File: config.mk
export PLATFORM = sky130hd
export DESIGN_NAME = mul8_accum_flat
export DESIGN_NICKNAME = d
export VERILOG_FILES = /design/src/rtl/mul8_accum_if.sv /design/src/rtl/mul8_accum.sv /design/src/flat_wrapper.sv
export SDC_FILE = /design/constraint.sdc
export NUM_CORES = 1
export LEC_CHECK = 0
export CAP_MARGIN = 20
export CORE_ASPECT_RATIO = 0.75
export CORE_MARGIN = 2
export CORE_UTILIZATION = 35
export DETAILED_ROUTE_END_ITERATION = 10
export GPL_TIMING_DRIVEN = 0
export PLACE_DENSITY_LB_ADDON = 0.1
export SYNTH_ARGS = -nofsm -noshare
export SYNTH_HDL_FRONTEND = slang
export SYNTH_SLANG_ARGS = --single-unit
File: constraint.sdc
create_clock -name clk -period 3.3 [get_ports clk]
set_input_delay 0.66 -clock clk [delete_from_list [all_inputs] [get_ports clk]]
set_output_delay 0.66 -clock clk [all_outputs]
set_load 0.005 [all_outputs]
File: src/rtl/mul8_accum_if.sv
// mul8_accum_if: product stream in, buffered dot-product results out.
// Macro MUL8_ACC_FRAME_ID_EN adds frame_id_o.
interface mul8_accum_if #(
    parameter int ACC_W = 16,
    parameter int DEPTH = 4
);
    logic                     valid_i;
    logic [7:0]               p_i;
    logic                     clr_i;
    logic [ACC_W-1:0]         sum_o;
    logic                     valid_o;
    logic                     ready_i;
    logic [$clog2(DEPTH):0]   level_o;
    logic                     busy_o;
    logic                     overflow_o;
`ifdef MUL8_ACC_FRAME_ID_EN
    logic [7:0]               frame_id_o;
    modport master (
        output valid_i, p_i, clr_i, ready_i,
        input  sum_o, valid_o, level_o, busy_o, overflow_o, frame_id_o
    );
    modport slave (
        input  valid_i, p_i, clr_i, ready_i,
        output sum_o, valid_o, level_o, busy_o, overflow_o, frame_id_o
    );
`else
    modport master (
        output valid_i, p_i, clr_i, ready_i,
        input  sum_o, valid_o, level_o, busy_o, overflow_o
    );
    modport slave (
        input  valid_i, p_i, clr_i, ready_i,
        output sum_o, valid_o, level_o, busy_o, overflow_o
    );
`endif
endinterface

File: src/rtl/mul8_accum.sv
// mul8_accum: sums every LEN valid products into one result, buffered in a DEPTH-entry FIFO.
// Macro MUL8_ACC_FRAME_ID_EN tags each result with an 8-bit frame counter.
module mul8_accum #(
    parameter int LEN   = 8,
    parameter int ACC_W = 16,
    parameter int DEPTH = 4
) (
    input logic         clk,
    input logic         rst,
    mul8_accum_if.slave bus
);
    localparam int CW = $clog2(LEN);
    localparam int AW = $clog2(DEPTH);
    localparam logic [AW:0] FULL_LVL = (AW+1)'(DEPTH);
    localparam logic [CW-1:0] LAST_CNT = CW'(LEN - 1);
    typedef enum logic {IDLE, ACC} state_t;
    state_t           state_q, state_d;
    logic [CW-1:0]    cnt_q, cnt_d;
    logic [ACC_W-1:0] acc_q, acc_d;
    logic [ACC_W-1:0] mem_q [DEPTH];
    logic [ACC_W-1:0] mem_d [DEPTH];
    logic [AW-1:0]    wr_ptr_q, wr_ptr_d;
    logic [AW-1:0]    rd_ptr_q, rd_ptr_d;
    logic [AW:0]      level_q, level_d;
    logic             overflow_q, overflow_d;
    logic [ACC_W-1:0] p_ext;
    logic             empty, full, pop, done, push;
`ifdef MUL8_ACC_FRAME_ID_EN
    logic [7:0]       fid_q, fid_d;
    logic [7:0]       id_mem_q [DEPTH];
    logic [7:0]       id_mem_d [DEPTH];
`endif
    always_comb begin
        p_ext = ACC_W'(bus.p_i);
        empty = level_q == '0;
        full  = level_q == FULL_LVL;
        pop   = !empty && bus.ready_i;
        done  = bus.valid_i && !bus.clr_i && state_q == ACC && cnt_q == LAST_CNT;
        // a full FIFO still accepts when the head leaves on the same edge
        push  = done && (!full || pop);
    end
    always_comb begin
        state_d = state_q;
        cnt_d   = cnt_q;
        acc_d   = acc_q;
        if (bus.clr_i) begin
            state_d = IDLE;
            cnt_d   = '0;
            acc_d   = '0;
        end else if (bus.valid_i) begin
            if (state_q == IDLE) begin
                state_d = ACC;
                cnt_d   = CW'(1);
                acc_d   = p_ext;
            end else if (done) begin
                state_d = IDLE;
                cnt_d   = '0;
                acc_d   = '0;
            end else begin
                cnt_d   = cnt_q + CW'(1);
                acc_d   = acc_q + p_ext;
            end
        end
    end
    always_comb begin
        mem_d      = mem_q;
        wr_ptr_d   = push ? wr_ptr_q + AW'(1) : wr_ptr_q;
        rd_ptr_d   = pop ? rd_ptr_q + AW'(1) : rd_ptr_q;
        level_d    = level_q + {{AW{1'b0}}, push} - {{AW{1'b0}}, pop};
        overflow_d = overflow_q || (done && !push);
        if (push) mem_d[wr_ptr_q] = acc_q + p_ext;
    end
`ifdef MUL8_ACC_FRAME_ID_EN
    always_comb begin
        id_mem_d = id_mem_q;
        fid_d    = done ? fid_q + 8'd1 : fid_q;
        if (push) id_mem_d[wr_ptr_q] = fid_q;
    end
`endif
    always_ff @(posedge clk) begin
        if (rst) begin
            state_q    <= IDLE;
            cnt_q      <= '0;
            acc_q      <= '0;
            mem_q      <= '{default: '0};
            wr_ptr_q   <= '0;
            rd_ptr_q   <= '0;
            level_q    <= '0;
            overflow_q <= 1'b0;
`ifdef MUL8_ACC_FRAME_ID_EN
            fid_q      <= '0;
            id_mem_q   <= '{default: '0};
`endif
        end else begin
            state_q    <= state_d;
            cnt_q      <= cnt_d;
            acc_q      <= acc_d;
            mem_q      <= mem_d;
            wr_ptr_q   <= wr_ptr_d;
            rd_ptr_q   <= rd_ptr_d;
            level_q    <= level_d;
            overflow_q <= overflow_d;
`ifdef MUL8_ACC_FRAME_ID_EN
            fid_q      <= fid_d;
            id_mem_q   <= id_mem_d;
`endif
        end
    end
    assign bus.sum_o      = empty ? '0 : mem_q[rd_ptr_q];
    assign bus.valid_o    = !empty;
    assign bus.level_o    = level_q;
    assign bus.busy_o     = state_q == ACC;
    assign bus.overflow_o = overflow_q;
`ifdef MUL8_ACC_FRAME_ID_EN
    assign bus.frame_id_o = empty ? 8'd0 : id_mem_q[rd_ptr_q];
`endif
endmodule

File: src/flat_wrapper.sv
// flat-port wrapper written by rule: the top's interface ports become plain ports
module mul8_accum_flat 
#(
    parameter int LEN   = 8,
    parameter int ACC_W = 16,
    parameter int DEPTH = 4
)
  (clk, rst, bus_valid_i, bus_p_i, bus_clr_i, bus_ready_i, bus_sum_o, bus_valid_o, bus_level_o, bus_busy_o, bus_overflow_o);
  mul8_accum_if #(.ACC_W(ACC_W), .DEPTH(DEPTH)) bus_i ();
  input logic clk;
  input logic rst;
  input wire logic [$bits(bus_i.valid_i)-1:0] bus_valid_i;
  input wire logic [$bits(bus_i.p_i)-1:0] bus_p_i;
  input wire logic [$bits(bus_i.clr_i)-1:0] bus_clr_i;
  input wire logic [$bits(bus_i.ready_i)-1:0] bus_ready_i;
  output wire logic [$bits(bus_i.sum_o)-1:0] bus_sum_o;
  output wire logic [$bits(bus_i.valid_o)-1:0] bus_valid_o;
  output wire logic [$bits(bus_i.level_o)-1:0] bus_level_o;
  output wire logic [$bits(bus_i.busy_o)-1:0] bus_busy_o;
  output wire logic [$bits(bus_i.overflow_o)-1:0] bus_overflow_o;
  assign bus_i.valid_i = bus_valid_i;
  assign bus_i.p_i = bus_p_i;
  assign bus_i.clr_i = bus_clr_i;
  assign bus_i.ready_i = bus_ready_i;
  assign bus_sum_o = bus_i.sum_o;
  assign bus_valid_o = bus_i.valid_o;
  assign bus_level_o = bus_i.level_o;
  assign bus_busy_o = bus_i.busy_o;
  assign bus_overflow_o = bus_i.overflow_o;
  mul8_accum #(.LEN(LEN), .ACC_W(ACC_W), .DEPTH(DEPTH)) u_core (.clk(clk), .rst(rst), .bus(bus_i));
endmodule
==> results.md <==
- Global-route usage over all layers: 18.7%
- Nets@finish: 610
- Starting density of the core: 35.5%
- Cell breakdown of the critical path: clkbuf_1 -> clkbuf_2 -> mux4_2 -> and2_1 -> clkdlybuf4s50_1
- CP Capture Type: output pin
- Total area of sequential cells: 1840 um^2
- Initial antenna violation count: 0
- Clock sink count: 92
- Largest stage delay, worst path: 0.44 ns
- Setup skew after layout: 0.00638 ns
- Routability Congestion: 0.881
- GR Overflow Total: 0
- Die X-Extent: 140 um
- Most area-hungry cell type in the Yosys netlist: sky130_fd_sc_hd__dfxtp_1
- Leakage power: 1.94 nW
- Gate count of the mapped netlist: 535
- Post-synth design cell area: 4840 um^2
- Area of combinational cells with multiple inputs: 2740 um^2
- Minimum setup slack among reg-to-reg paths: 0.74 ns
- Most common flop cell mapped by yosys: sky130_fd_sc_hd__dfxtp_1
- Clock latency on the worst-skew pair: 0.34 ns
- WL final: 13,600 um
- Hold buffer count at CTS: 0
- Vias per std cell: 5.47
- Clock slew at reported path FFs: 0.07 ns
- Die span in y: 106 um
- Summed negative setup slack over all endpoints: 0 ns
- Area fraction of the dominant cell type after synthesis: 38.1%
- First drt pass iteration count: 5
- Post-Syn Area per Cell: 9.04 um^2
- # rows: 37
- Tightest Pin Transition: 0.707 ns
- Total vias in the final route: 4,148
- Total CTS buffers: 9
- Crit path max fanout: 10
- HPWL after DPL: 9800 um
- Final Hold Fails: 0
- Main area contributors after synthesis: sky130_fd_sc_hd__dfxtp_1 38%, sky130_fd_sc_hd__mux4_2 7.4%, sky130_fd_sc_hd__nand2_1 4.7%
- Minimum clock period after layout: 3.14 ns
- Number of enable-type register cells in the synthesized netlist: 0
- Data arrival, critical path: 2.48 ns
- IR Drop Worst-Case VDD: 0.000248 V
- Final setup violation count: 0
- Clock buffer depth: 2
- Via count of the first global-routing pass: 3,988
- Number of library cell types mapped by synthesis: 67
- Boundary Pins: 35
- Post-synthesis to final-layout area growth: 18.4%
- CTS Root Cell: sky130_fd_sc_hd__clkbuf_16
- Achievable clock frequency: 318 MHz
- Period utilisation layout: 95.2%
- Max-capacitance violation count: 0
- Synthesized net count: 566
- Status: finished, final reports clean
- Number of I/O port buffers: 33
- Unrepaired setup endpoints after global routing: no
- CP max stage cell: sky130_fd_sc_hd__clkdlybuf4s50_1
- Initial drt markers: 242
- Remaining max-slew budget at the tightest pin: 52.5%
- Maximum number of pins on one net before global-route repair: 16
- Floorplan die area: 14,800 um^2
- H-tree depth: 3
- PwrDens: 501 nW/um^2
- Async set-or-reset flop fraction in the synthesized netlist: 0%
- Required time at the endpoint of the critical path: 2.64 ns
- Path class of the lowest-slack min-delay path: flop to flop
- Post-synthesis sequential element count: 92
- Count of nets left with antenna violations after detail routing: 0
- Placeable core region: 13,600 um^2
- Register area share after synthesis: 38.1%
- Share of the core filled with cells: 42.1%
- CTS tree: built
- Count of filler cells inserted in the layout: 1,388
- Post-detailed-route wirelength per cell: 17.9 um
- Critical Path Start Type: flop
- Share of layout cells above drive strength 1: 13.4%
- First-pass GRT wire length: 21,600 um
- Number of pins exceeding their max-slew limit in the final report: 0
- Worst setup path category: flop to output pin
- DR DRC count: 0
- ANT cells: 0
- Warnings from Yosys: 0
==> critical path, delay by kind of cell (launching register included) <==
family                 cells  cell delay (ns)
buffers and inverters      3             1.28
multiplexers               1             0.36
flip-flops                 1             0.31
AND/OR/NAND/NOR            1             0.17
==> power breakdown <==
part           internal [mW]  switching (mW)
combinational          0.238           0.316
sequential              1.14          0.0252
clock                  0.685           0.462
total                   2.06           0.803
==> state kept, by name, indices dropped and copies added, names as in the netlist <==
signal                 cells
u_core.mem_q              64
u_core.wr_ptr_q            2
u_core.rd_ptr_q            2
u_core.cnt_q               3
u_core.acc_q              16
u_core.bus.overflow_o      1
u_core.bus.level_o         3
u_core.bus.busy_o          1
==> area by class of cell <==
class | instances | share of cell area [%]
clock buffers | 10 | 4.17
plain buffers | 42 | 3.78
clock inverters | 5 | 1.49
repair buffers | 33 | 5.77
inverters | 16 | 1.05
flip-flops and latches | 92 | 32.2
multi-input cells | 385 | 47.8
well taps | 175 | 3.82
==> per-stage QoR <==
stage               setup WS [ns]  total power [mW]  hold slack [ns]  instances  area, um^2
finish                      0.158              2.87            0.456        758        5730
global route               0.0395              3.00            0.476        758        5730
CTS                        0.0105              2.90            0.455        758        5710
detailed placement         -0.210              1.75            0.446        743        5390
global placement           -0.190              1.74            0.438        743        5390
floorplan                   0.803              1.55            0.433        535        4840
==> kinds of logic (layout without fill, tap and decap cells) <==
family | after synthesis | after routing | synth area share (%)
compound gates | 138 | 138 | 20.6
simple gates | 202 | 202 | 21.3
xor+xnor | 10 | 10 | 1.81
fa+ha+maj | 18 | 18 | 4.97
buf+inv | 58 | 106 | 5.64
flops | 92 | 92 | 38.1
mux | 17 | 17 | 7.66
==> final timing paths <==
| check | endpoint | depth (start not counted) | startpoint |
|---|---|---|---|
| setup / recovery | bus_sum_o[14] | 5 | u_core.rd_ptr_q[1]$_SDFFE_PP0P_ |
| hold reg to reg | u_core.mem_q[5]$_SDFFE_PP0P_ | 2 | u_core.mem_q[5]$_SDFFE_PP0P_ |
| setup reg to reg | u_core.mem_q[58]$_SDFFE_PP0P_ | 7 | u_core.acc_q[0]$_SDFFE_PP0P_ |
| hold / removal | u_core.mem_q[5]$_SDFFE_PP0P_ | 2 | u_core.mem_q[5]$_SDFFE_PP0P_ |
==> cells in the mapped netlist, drive strengths merged, types with 2 or more instances <==
master	instances
a211oi	18
a21o	5
a21oi	38
a222oi	5
a22oi	4
a311oi	10
a31oi	5
and2	18
and3	6
buf	22
clkbuf	20
dfxtp	92
fa	2
ha	16
inv	16
mux4	16
nand2	61
nand2b	4
nand3	7
nand3b	16
nand4	2
nor2	47
nor2b	2
nor3	10
nor4	6
nor4b	2
o211ai	5
o21ai	33
o311a	2
or2	5
or3	11
xnor2	9
==> cells in the final DEF, fill, tap and decap left out, drive strengths merged, types with 2 or more instances in the layout <==
cell and n:
a311oi 10, ha 16, or2 5, a21oi 38, nor2 47, and3 6
nor3 10, nand2 61, bufinv 2, nor4b 2, o311a 2, mux4 16
and2 18, buf 21, dfxtp 92, nor2b 2, fa 2, nand3b 16
nor4 6, a21o 5, clkbuf 31, o21ai 33, a222oi 5, a22oi 4
or3 11, nand2b 4, a211oi 18, nand4 2, o211ai 5, inv 17
xnor2 9, a31oi 5, clkdlybuf4s50 33, nand3 7
==> what timing repair did <==
item,CTS,global route
setup buffers,0,0
resized for setup,1,3
endpoints found under the hold margin,0,0
cloned,0,0
setup endpoints to repair,9,11
==> metal layers <==
layer  track usage [%]  part of all wire (%)
met5                 0                     0
met4              3.86                  0.69
met3              3.41                   3.9
met2              28.8                    43
met1              27.4                    52
Note: power is estimated with default switching activity, not from simulation.
